### config.mk
export PLATFORM = sky130hd
export DESIGN_NAME = jump_target_unit
export DESIGN_NICKNAME = d
export VERILOG_FILES = /design/src/rtl/jump_target_unit.sv
export SDC_FILE = /design/constraint.sdc
export NUM_CORES = 1
export LEC_CHECK = 0
export BUFFER_PORTS_ARGS = -buffer_cell sky130_fd_sc_hd__buf_2
export CORE_ASPECT_RATIO = 1.2
export CORE_MARGIN = 3
export CORE_UTILIZATION = 40
export CTS_CLUSTER_DIAMETER = 60
export DETAILED_ROUTE_END_ITERATION = 6
export GPL_ROUTABILITY_DRIVEN = 0
export PLACE_DENSITY = 0.81
export RECOVER_POWER = 25
export SETUP_SLACK_MARGIN = 0.05
export SYNTH_ARGS = -nofsm -noshare
export SYNTH_HDL_FRONTEND = slang
export SYNTH_SLANG_ARGS = --single-unit
### constraint.sdc
create_clock -name i_clock -period 3.1 [get_ports i_clock]
set_input_delay 0.31 -clock i_clock [delete_from_list [all_inputs] [get_ports i_clock]]
set_output_delay 0.31 -clock i_clock [all_outputs]
set_load 0.1 [all_outputs]
### src/rtl/jump_target_unit.sv
`default_nettype none
// +--------------------------------------------------------------------------+
// | jump_target_unit: registered ID-stage target/taken/link unit, optional    |
// | return-address stack enabled by macro JUMP_RAS_EN.        Revision: 1.0   |
// +--------------------------------------------------------------------------+
module jump_target_unit #(
  parameter int PC_SIZE        = 32,
  parameter int JUMP_ADDR_SIZE = 26,
  parameter int IMM_SIZE       = 16,
  parameter int LOWER_SIZE     = 2,
  parameter int RAS_DEPTH      = 4
) (
  input  logic                      i_clock,
  input  logic                      i_reset,
  input  logic                      i_enable,
  input  logic                      i_flush,
  input  logic                      i_valid,
  input  logic [2:0]                i_mode,
  input  logic [JUMP_ADDR_SIZE-1:0] i_inst_index,
  input  logic [IMM_SIZE-1:0]       i_imm,
  input  logic [PC_SIZE-1:0]        i_next_pc,
  input  logic [PC_SIZE-1:0]        i_rs_data,
  input  logic [PC_SIZE-1:0]        i_rt_data,
  input  logic                      i_rs_is_ra,
  output logic                      o_valid,
  output logic                      o_taken,
  output logic [PC_SIZE-1:0]        o_target,
  output logic [PC_SIZE-1:0]        o_link_addr,
  output logic                      o_link_we,
  output logic                      o_misalign,
  output logic [PC_SIZE-1:0]        o_ras_pred,
  output logic                      o_ras_hit
);

  localparam int UPPER_SIZE = PC_SIZE - JUMP_ADDR_SIZE - LOWER_SIZE;

  typedef enum logic [2:0] {
    OP_NONE = 3'd0,
    OP_J    = 3'd1,
    OP_JAL  = 3'd2,
    OP_JR   = 3'd3,
    OP_JALR = 3'd4,
    OP_BEQ  = 3'd5,
    OP_BNE  = 3'd6,
    OP_RSVD = 3'd7
  } op_e;

  op_e                op;
  logic [PC_SIZE-1:0] jump_target;
  logic [PC_SIZE-1:0] imm_ext;
  logic [PC_SIZE-1:0] branch_target;
  logic               rs_misal;
  logic               do_push;
  logic               do_pop;

  logic               taken_d,    taken_q;
  logic [PC_SIZE-1:0] target_d,   target_q;
  logic               link_we_d,  link_we_q;
  logic               misalign_d, misalign_q;
  logic [PC_SIZE-1:0] ras_pred_d, ras_pred_q;
  logic               ras_hit_d,  ras_hit_q;
  logic               valid_q;
  logic [PC_SIZE-1:0] link_addr_q;

  assign jump_target   = {i_next_pc[PC_SIZE-1 -: UPPER_SIZE], i_inst_index, {LOWER_SIZE{1'b0}}};
  assign imm_ext       = {{(PC_SIZE-IMM_SIZE){i_imm[IMM_SIZE-1]}}, i_imm};
  assign branch_target = i_next_pc + (imm_ext << LOWER_SIZE);
  assign rs_misal      = |i_rs_data[LOWER_SIZE-1:0];

  always_comb begin
    op         = i_valid ? op_e'(i_mode) : OP_NONE;
    target_d   = '0;
    taken_d    = 1'b0;
    link_we_d  = 1'b0;
    misalign_d = 1'b0;
    do_push    = 1'b0;
    do_pop     = 1'b0;
    case (op)
      OP_J: begin
        target_d = jump_target;
        taken_d  = 1'b1;
      end
      OP_JAL: begin
        target_d  = jump_target;
        taken_d   = 1'b1;
        link_we_d = 1'b1;
        do_push   = 1'b1;
      end
      OP_JR, OP_JALR: begin
        target_d   = i_rs_data;
        taken_d    = !rs_misal;
        misalign_d = rs_misal;
        link_we_d  = (op == OP_JALR);
        do_push    = (op == OP_JALR) && !rs_misal;
        do_pop     = i_rs_is_ra && !rs_misal;
      end
      OP_BEQ: begin
        target_d = branch_target;
        taken_d  = (i_rs_data == i_rt_data);
      end
      OP_BNE: begin
        target_d = branch_target;
        taken_d  = (i_rs_data != i_rt_data);
      end
      default: ;
    endcase
  end

`ifdef JUMP_RAS_EN
  localparam int PTR_W = (RAS_DEPTH > 1) ? $clog2(RAS_DEPTH) : 1;
  localparam int CNT_W = $clog2(RAS_DEPTH + 1);

  logic [PC_SIZE-1:0] ras_mem_q [RAS_DEPTH];
  logic [PTR_W-1:0]   top_q;
  logic [CNT_W-1:0]   cnt_q;
  logic               ras_upd;
  logic               ras_nonempty;
  logic [PC_SIZE-1:0] ras_top;

  assign ras_upd      = i_enable && !i_flush;
  assign ras_nonempty = (cnt_q != '0);
  assign ras_top      = ras_mem_q[top_q];
  assign ras_pred_d   = (do_pop && ras_nonempty) ? ras_top : '0;
  assign ras_hit_d    = do_pop && ras_nonempty && (ras_top == i_rs_data);

  // Pop+push on a non-empty stack collapses to an in-place replace of the top.
  always_ff @(posedge i_clock) begin
    if (ras_upd && do_push) begin
      if (do_pop && ras_nonempty) ras_mem_q[top_q] <= i_next_pc;
      else                        ras_mem_q[top_q + PTR_W'(1)] <= i_next_pc;
    end
  end

  always_ff @(posedge i_clock) begin
    if (i_reset) begin
      top_q <= '0;
      cnt_q <= '0;
    end else if (ras_upd) begin
      if (do_push && !(do_pop && ras_nonempty)) begin
        top_q <= top_q + PTR_W'(1);
        if (cnt_q != CNT_W'(RAS_DEPTH)) cnt_q <= cnt_q + CNT_W'(1);
      end else if (do_pop && !do_push && ras_nonempty) begin
        top_q <= top_q - PTR_W'(1);
        cnt_q <= cnt_q - CNT_W'(1);
      end
    end
  end
`else
  logic unused_ras;
  assign unused_ras = ^{do_push, do_pop, i_rs_is_ra};
  assign ras_pred_d = '0;
  assign ras_hit_d  = 1'b0;
`endif

  always_ff @(posedge i_clock) begin
    if (i_reset || i_flush) begin
      valid_q     <= 1'b0;
      taken_q     <= 1'b0;
      target_q    <= '0;
      link_addr_q <= '0;
      link_we_q   <= 1'b0;
      misalign_q  <= 1'b0;
      ras_pred_q  <= '0;
      ras_hit_q   <= 1'b0;
    end else if (i_enable) begin
      valid_q     <= i_valid;
      taken_q     <= taken_d;
      target_q    <= target_d;
      link_addr_q <= i_next_pc;
      link_we_q   <= link_we_d;
      misalign_q  <= misalign_d;
      ras_pred_q  <= ras_pred_d;
      ras_hit_q   <= ras_hit_d;
    end
  end

  assign o_valid     = valid_q;
  assign o_taken     = taken_q;
  assign o_target    = target_q;
  assign o_link_addr = link_addr_q;
  assign o_link_we   = link_we_q;
  assign o_misalign  = misalign_q;
  assign o_ras_pred  = ras_pred_q;
  assign o_ras_hit   = ras_hit_q;

endmodule
`default_nettype wire

* Yosys cells after proc, flatten, opt, wreduce, memory -nomap -nowiden *
Index checks and enable logic that the tools add are counted.

cells by class
  muxes and demuxes = 5
  equal/unequal tests = 8
  reductions and logical operators = 6
  add/subtract/negate cells = 1

operators by type and width
  cell                                                             count
  32-bit one-hot mux with 3 select lines                           1
  32-bit adder                                                     1
  32-bit == test                                                   1
  32-bit inequality test                                           1
  3-bit == test, second input constant                             3
  2-bit OR reduction                                               4
  3-bit by 2-bit == test with 1-bit output, second input constant  2
  1-bit one-hot mux with 4 select lines                            1
  3-bit by 1-bit == test with 1-bit output, second input constant  1
  3-bit two-way mux                                                1
  1-bit one-hot mux with 2 select lines                            1
  1-bit zero test                                                  1
  1-bit logical OR                                                 1
  1-bit two-way mux                                                1

word-level totals
  output and inout bits = 101
  word-level logic and storage cells = 26
  bits in registers = 68
  input port bits = 147

* Longest topological paths before layout *
Gate-level depths: netlist of the first run.

  depth after elaboration = 4
  gate-level depth with buffers = 10
  gate-level depth less buffers = 10

* Worst setup path after synthesis of the first run *
No wires, ideal clock.

  path kind = in2reg
  start = in i_imm[0]
  end = reg target_q[30] (netlist: o_target[30])
  library setup time = 0.134 ns
  path buffers = 0
  stages = 10
  setup slack = 0.664 ns
  arrival time = 2.302 ns
  data required time = 2.966 ns
  cells stage by stage = ha_1 fa_1 a21o_1 a22o_1 o211a_1 a211oi_1 nand2_1 a31oi_1 xor2_1 o22ai_1

on the way
  word-level cells in the longest chain between the ends = 2

RTL lines
  element                                 RTL line  text
  from (decl)                             20        input logic [IMM_SIZE-1:0] i_imm,
  32-bit adder                            67        assign branch_target = i_next_pc + (imm_ext << LOWER_SIZE);
  32-bit one-hot mux with 3 select lines  78        case (op)
  to (signal assigned)                    168       target_q <= target_d;
  to (decl)                               57        logic [PC_SIZE-1:0] target_d, target_q;

No other way between the ends.
A chain may end at the register's enable or synchronous reset.

* Worst setup path in the final report of the first run *
  start = in i_next_pc[2]
  end = reg target_q[30] (netlist: o_target[30])

on the way
  word-level cells in the longest chain between the ends = 2

RTL lines
  element                                 RTL line  text
  from (decl)                             21        input logic [PC_SIZE-1:0] i_next_pc,
  32-bit adder                            67
  32-bit one-hot mux with 3 select lines  78

No other way between the ends.

==> impl_metrics.json, run 1 <==
{
  "outcome": "finished with violations",
  "violations": "max-capacitance violations, max-slew violations",
  "yosysUniqueCellTypes": 64,
  "drt-wirelength-per-cell_microns": 18.4,
  "synth_cells": 630,
  "core_sq_mm": 0.0123,
  "post_cts_hold_buffer_count": 0,
  "cts_tree": "yes",
  "worst-setup-path-type": "input pin to flop",
  "layout_commonest_cell": "buf_2",
  "grt.total_usage": 0.251,
  "clock_latency_ps": 330,
  "fin_skew_ps": 0,
  "grt_pass1_vias": 4990,
  "fp.dieArea_sq_mm": 0.0142,
  "setup_viol_count_final": 0,
  "fmax_ghz": 0.382,
  "dp_hpwl_mm": 14.5,
  "synth_top_family_by_area": "compound AO/OA/AOI/OAI gates",
  "path_cells": "buf_2 -> ha_1 -> fa_1 -> a21o_1 -> a22o_1 -> o211a_1 -> a211oi_1 -> nand2_1 -> a31oi_1 -> xor2_1 -> o22ai_1",
  "cts_setup_buffers": 0,
  "min_path_type": "input pin to flop",
  "seq_area_frac_synth": 0.267,
  "synth_xor_area_frac": 0.0943,
  "dieHeight_microns": 130,
  "rows": 44,
  "avgSynthCellArea_sq_um": 8.10,
  "drv_cap": 1,
  "grt_max_degree": 45,
  "max_slew_margin": -0.0990,
  "p_int_w": 0.00181,
  "final_cell_mix": "buf_2 (211), nor2_1 (74), dfxtp_1 (68)",
  "synth_flop_cell": "dfxtp_1",
  "cpPeakStageDelay_ps": 410,
  "nNetsFinal": 1013,
  "hold_viol_final": 0,
  "tightest_slew_ps": 1650,
  "portBuffers": 213,
  "rsz0062_at_grt": "false",
  "fin_tns_setup_ps": 0,
  "cp_data_required_time_ps": 3230,
  "crit_fanout": 4,
  "pwr-share-seq": 0.306,
  "fillers": 1203,
  "ios": 248,
  "ys_seq_elements": 68,
  "die_x_microns": 109,
  "slowest_stage": "fa_1",
  "cts-resized-gates": 0,
  "path_clk_slew_ps": 50,
  "crit_path_start_kind": "input pin",
  "min_period_ps": 2620,
  "async_flop_share": 0,
  "start_util": 0.416,
  "syn_area_sq_mm": 0.00511,
  "drv_slew": 45,
  "comb_power_share": 0.369,
  "p_leak_nw": 3.04,
  "final_layout_size_suffix_gt1_frac": 0.293,
  "post-route-period-util": 0.845,
  "final_antenna_net_count": 0,
  "root_buffer": "clkbuf_16",
  "setup_ws_ps": 481,
  "synth_edf_count": 0,
  "synth_fa_ha_area_frac": 0.0750,
  "p_sw_w": 0.00117,
  "ys_warn_count": 0,
  "ctsLongestPathBuffers": 2,
  "p_clk_frac": 0.325,
  "grt_pass1_wl_mm": 26.9,
  "synth-compound-area-share": 0.239,
  "drc": 0,
  "worstPathArrival_ps": 2750,
  "routed_wirelength_mm": 18.4,
  "antenna_found_initial": 0,
  "dr.first_iter.drc_count": 307,
  "worstSetupEndpointType": "flop",
  "grt-ovfl-total": 0,
  "htreeDepth": 3,
  "cts-buffers-inserted": 9,
  "ir_drop_v": 0.000220,
  "yosys.area_share.simple": 0.169,
  "vias_per_cell": 5.49,
  "first_pass_iters": 5,
  "num_vias": 5498,
  "power-per-cell-area_mw_per_mm2": 458,
  "area_growth_pct": 27.1,
  "numClockSinks": 68,
  "dp_slack_ps": 183,
  "switching_share": 0.392,
  "muxShareOfSynthArea": 0.0769
}
## registers in the layout (all words and copies together) (netlist names)
register / count
o_taken: 1
o_target: 32
o_valid: 1
o_link_addr: 32
o_misalign: 1
o_link_we: 1
## area by class of cell
cell class	instances	area, sq um	share of cell area
Antenna cell	1	2.50	0.000386
Clock inverter	2	10.0	0.00154
Clock buffer	13	260	0.0401
Multi-Input combinational cell	523	3470	0.535
Inverter	9	33.8	0.00521
Timing Repair Buffer	225	1150	0.177
Tap cell	161	201	0.0311
Sequential cell	68	1360	0.210
## routing by layer
layer  global-route usage  share of wire
met1                0.309           0.41
met2                0.433           0.48
met3               0.0430          0.075
met4               0.0973          0.031
met5                    0              0
## synth_stat cells, types with 2 or more instances
master     instances  area share
and2_0             2      0.0024
inv_1              8      0.0059
xnor2_1           48       0.082
ha_1              29       0.071
clkbuf_1          22       0.016
and3_1             4      0.0049
nor4_1             3      0.0037
a31oi_1            5      0.0061
o21bai_1           3      0.0044
a221oi_1          15       0.026
a22o_1             3      0.0051
a222oi_1           5      0.0098
buf_1              4      0.0029
o21ai_0           34       0.033
a2bb2oi_1          2      0.0034
o211ai_1          10       0.015
buf_2              2      0.0020
mux2_2             2      0.0044
o21ai_1            2      0.0020
nor2b_1           12       0.015
dfxtp_1           68        0.27
nand3_1           14       0.014
a22oi_1            5      0.0074
a211oi_1           5      0.0074
nand2_1           35       0.026
o22ai_1            2      0.0024
nand4_1           15       0.018
or2_2              2      0.0024
a21o_1            12       0.018
and2_1             3      0.0037
buf_4             33       0.049
mux2i_1           37       0.073
nor2_1            74       0.054
nand3b_1           2      0.0029
o21a_1             5      0.0074
nor3_1            10      0.0098
a21oi_1           57       0.056
a221o_1            4      0.0078
xor2_1             7       0.012
## critical path, delay by kind of cell
family | cells | cell delay (ps)
xor gates and xnor gates | 1 | 170
and+or+nand+nor | 1 | 140
AOI/OAI and AO/OA | 6 | 1400
buffers and inverters | 1 | 110
adders and majority gates | 2 | 610
## through the flow
| stage | instance area, sq um | instances | utilization | hold WS (ps) | power, W |
|---|---|---|---|---|---|
| final | 6490 | 1002 | 0.528 | 238 | 0.00297 |
| after CTS | 6490 | 1001 | 0.529 | 232 | 0.00298 |
| after global routing | 6480 | 1001 | 0.528 | 244 | 0.00310 |
| after floorplan | 5230 | 662 | - | 457 | 0.00177 |
| after detailed placement | 6220 | 986 | 0.507 | 452 | 0.00201 |
| after global placement | 6220 | 986 | 0.507 | 446 | 0.00200 |
## worst paths after layout
path                           to  depth (start not counted)  slack, ps          start
setup / recovery     o_target[30]                         11        480   i_next_pc[2]
hold / removal    o_link_addr[14]                          3        240  i_next_pc[14]
setup reg to reg     o_target[28]                          5       1850   o_target[28]
hold reg to reg        o_misalign                          2        460     o_misalign
## power groups by stage
| stage | Combinational (W) | Sequential [W] | Clock, W |
|---|---|---|---|
| 6_report | 0.00109 | 0.000910 | 0.000966 |
| 2_1_floorplan | 0.000664 | 0.00110 | 0 |
| 3_3_place_gp | 0.00108 | 0.000927 | 0 |
| 3_5_place_dp | 0.00108 | 0.000928 | 0 |
| 5_1_grt | 0.00117 | 0.000912 | 0.00102 |
| 4_1_cts | 0.00109 | 0.000909 | 0.000982 |
## cells by family (layout without fill, tap and decap cells)
family | Yosys count | count (layout)
other | 1 | 34
flip-flops | 68 | 68
multiplexers | 39 | 39
buffers and inverters | 71 | 249
XOR/XNOR | 55 | 55
AND/OR/NAND/NOR | 182 | 182
adder cells (fa/ha/maj) | 30 | 30
AO/OA/AOI/OAI | 184 | 184
Note: power is estimated with default switching activity, not from simulation.
==> run 2, diff against run 1 <==
Settings changed: PLACE_DENSITY 0.81 to 0.84.
Clock period 3.1 ns to 2.4 ns, I/O delays scaled along.
==> impl_metrics.json, run 2 (synthesis gave the netlist of run 1 again) <==
{
  "start_util": 0.416,
  "final_layout_size_suffix_gt1_frac": 0.349,
  "min_path_type": "input pin to flop",
  "clock_latency_ps": 330,
  "drv_slew": 0,
  "pwr-share-seq": 0.271,
  "hold_viol_final": 0,
  "dp_slack_ps": -267,
  "worstPathArrival_ps": 2430,
  "tightest_slew_ps": 1500,
  "ios": 248,
  "grt_pass1_wl_mm": 28.2,
  "slowest_stage": "fa_2",
  "worstSetupEndpointType": "flop",
  "power_w": 0.00433,
  "area_growth_pct": 38.1,
  "switching_share": 0.363,
  "rsz0062_at_grt": "false",
  "setup_ws_ps": 156,
  "grt.total_usage": 0.261,
  "crit_fanout": 4,
  "violations": "design-rule violations, max-capacitance violations",
  "numClockSinks": 68,
  "core_sq_mm": 0.0123,
  "fmax_ghz": 0.446,
  "antenna_found_initial": 0,
  "ir_drop_v": 0.000293,
  "num_vias": 5780,
  "p_clk_frac": 0.368,
  "setup_viol_count_final": 0,
  "min_period_ps": 2240,
  "cts-buffers-inserted": 9,
  "routed_wirelength_mm": 19.2,
  "nNetsFinal": 1070,
  "post_cts_hold_buffer_count": 0,
  "grt-ovfl-total": 0,
  "cpPeakStageDelay_ps": 340,
  "root_buffer": "clkbuf_16",
  "layout_commonest_cell": "buf_2",
  "cp_data_required_time_ps": 2590,
  "p_sw_w": 0.00157,
  "p_leak_nw": 3.35,
  "worst-setup-path-type": "input pin to flop",
  "crit_path_start_kind": "input pin",
  "ctsLongestPathBuffers": 2,
  "cts_tree": "yes",
  "path_clk_slew_ps": 60,
  "first_pass_iters": 7,
  "die_x_microns": 109,
  "max_slew_margin": 0.00145,
  "antenna_cells": 0,
  "dp_hpwl_mm": 15.4,
  "grt_max_degree": 29,
  "drv_cap": 1,
  "grt_pass1_vias": 5460,
  "htreeDepth": 3,
  "drc": 3,
  "final_antenna_net_count": 0,
  "path_cells": "buf_2 -> ha_2 -> fa_2 -> a21o_1 -> a22o_1 -> o211a_4 -> a211oi_2 -> nand2_1 -> a31oi_1 -> xor2_1 -> o22ai_1",
  "outcome": "finished with violations",
  "comb_power_share": 0.361,
  "power-per-cell-area_mw_per_mm2": 614,
  "p_int_w": 0.00276,
  "post-route-period-util": 0.935,
  "vias_per_cell": 5.46,
  "drt-wirelength-per-cell_microns": 18.2,
  "fin_skew_ps": 0,
  "rows": 44,
  "fin_tns_setup_ps": 0,
  "final_util": 0.574,
  "dieHeight_microns": 130,
  "dr.first_iter.drc_count": 359,
  "portBuffers": 213,
  "final_cell_mix": "buf_2 (210), nor2_1 (73), dfxtp_1 (68)",
  "fp.dieArea_sq_mm": 0.0142
}
run 2: worst max-delay path: cells and delay by family:
family | cells | cell delay (ps)
AOI/OAI and AO/OA | 6 | 1260
adders and majority gates | 2 | 530
xor gates and xnor gates | 1 | 180
and+or+nand+nor | 1 | 120
buffers and inverters | 1 | 100
run 2: cell type report:
| class | count | area [sq um] |
|---|---|---|
| clock buffers | 12 | 256 |
| clock inverters | 4 | 95.1 |
| inverters | 9 | 33.8 |
| well taps | 161 | 201 |
| fillers | 1085 | 5230 |
| multi-input cells | 523 | 3530 |
| repair buffers | 282 | 1570 |
| flip-flops and latches | 68 | 1360 |
run 2: final timing paths:
path	startpoint	endpoint	slack, ps	depth (start not counted)
worst min-delay path	i_next_pc[27]	o_link_addr[27]	170	3
worst max register to register	o_target[28]	o_target[28]	1120	5
worst min register to register	o_misalign	o_misalign	460	2
worst max-delay path	i_imm[0]	o_target[30]	160	11
run 2: repair_timing:
action	CTS	global route
resized for setup	0	10
endpoints found under the setup margin	0	8
endpoints found under the hold margin	0	0
setup buffers	0	3
run 2: power groups by stage:
stage | clock [W] | sequential (W) | combinational [W]
CTS | 0.00160 | 0.00117 | 0.00153
global placement | 0 | 0.00120 | 0.00150
global route | 0.00166 | 0.00118 | 0.00167
detailed placement | 0 | 0.00120 | 0.00152
floorplan | 0 | 0.00142 | 0.000860
finish | 0.00159 | 0.00117 | 0.00156
run 2: routing by layer:
layer,track usage,share of wire,vias to the layer above
li1,-,-,2772
met1,0.296,0.38,2614
met2,0.467,0.49,341
met3,0.0604,0.095,53
met4,0.108,0.038,0
met5,0,0,-
run 2: through the flow:
| stage | cells | hold slack (ps) | instance area [sq um] |
|---|---|---|---|
| after detailed placement | 1040 | 456 | 6650 |
| after CTS | 1056 | 170 | 7000 |
| after global routing | 1059 | 178 | 7050 |
| after floorplan | 662 | 387 | 5240 |
| after global placement | 1040 | 447 | 6650 |
| final | 1059 | 167 | 7050 |
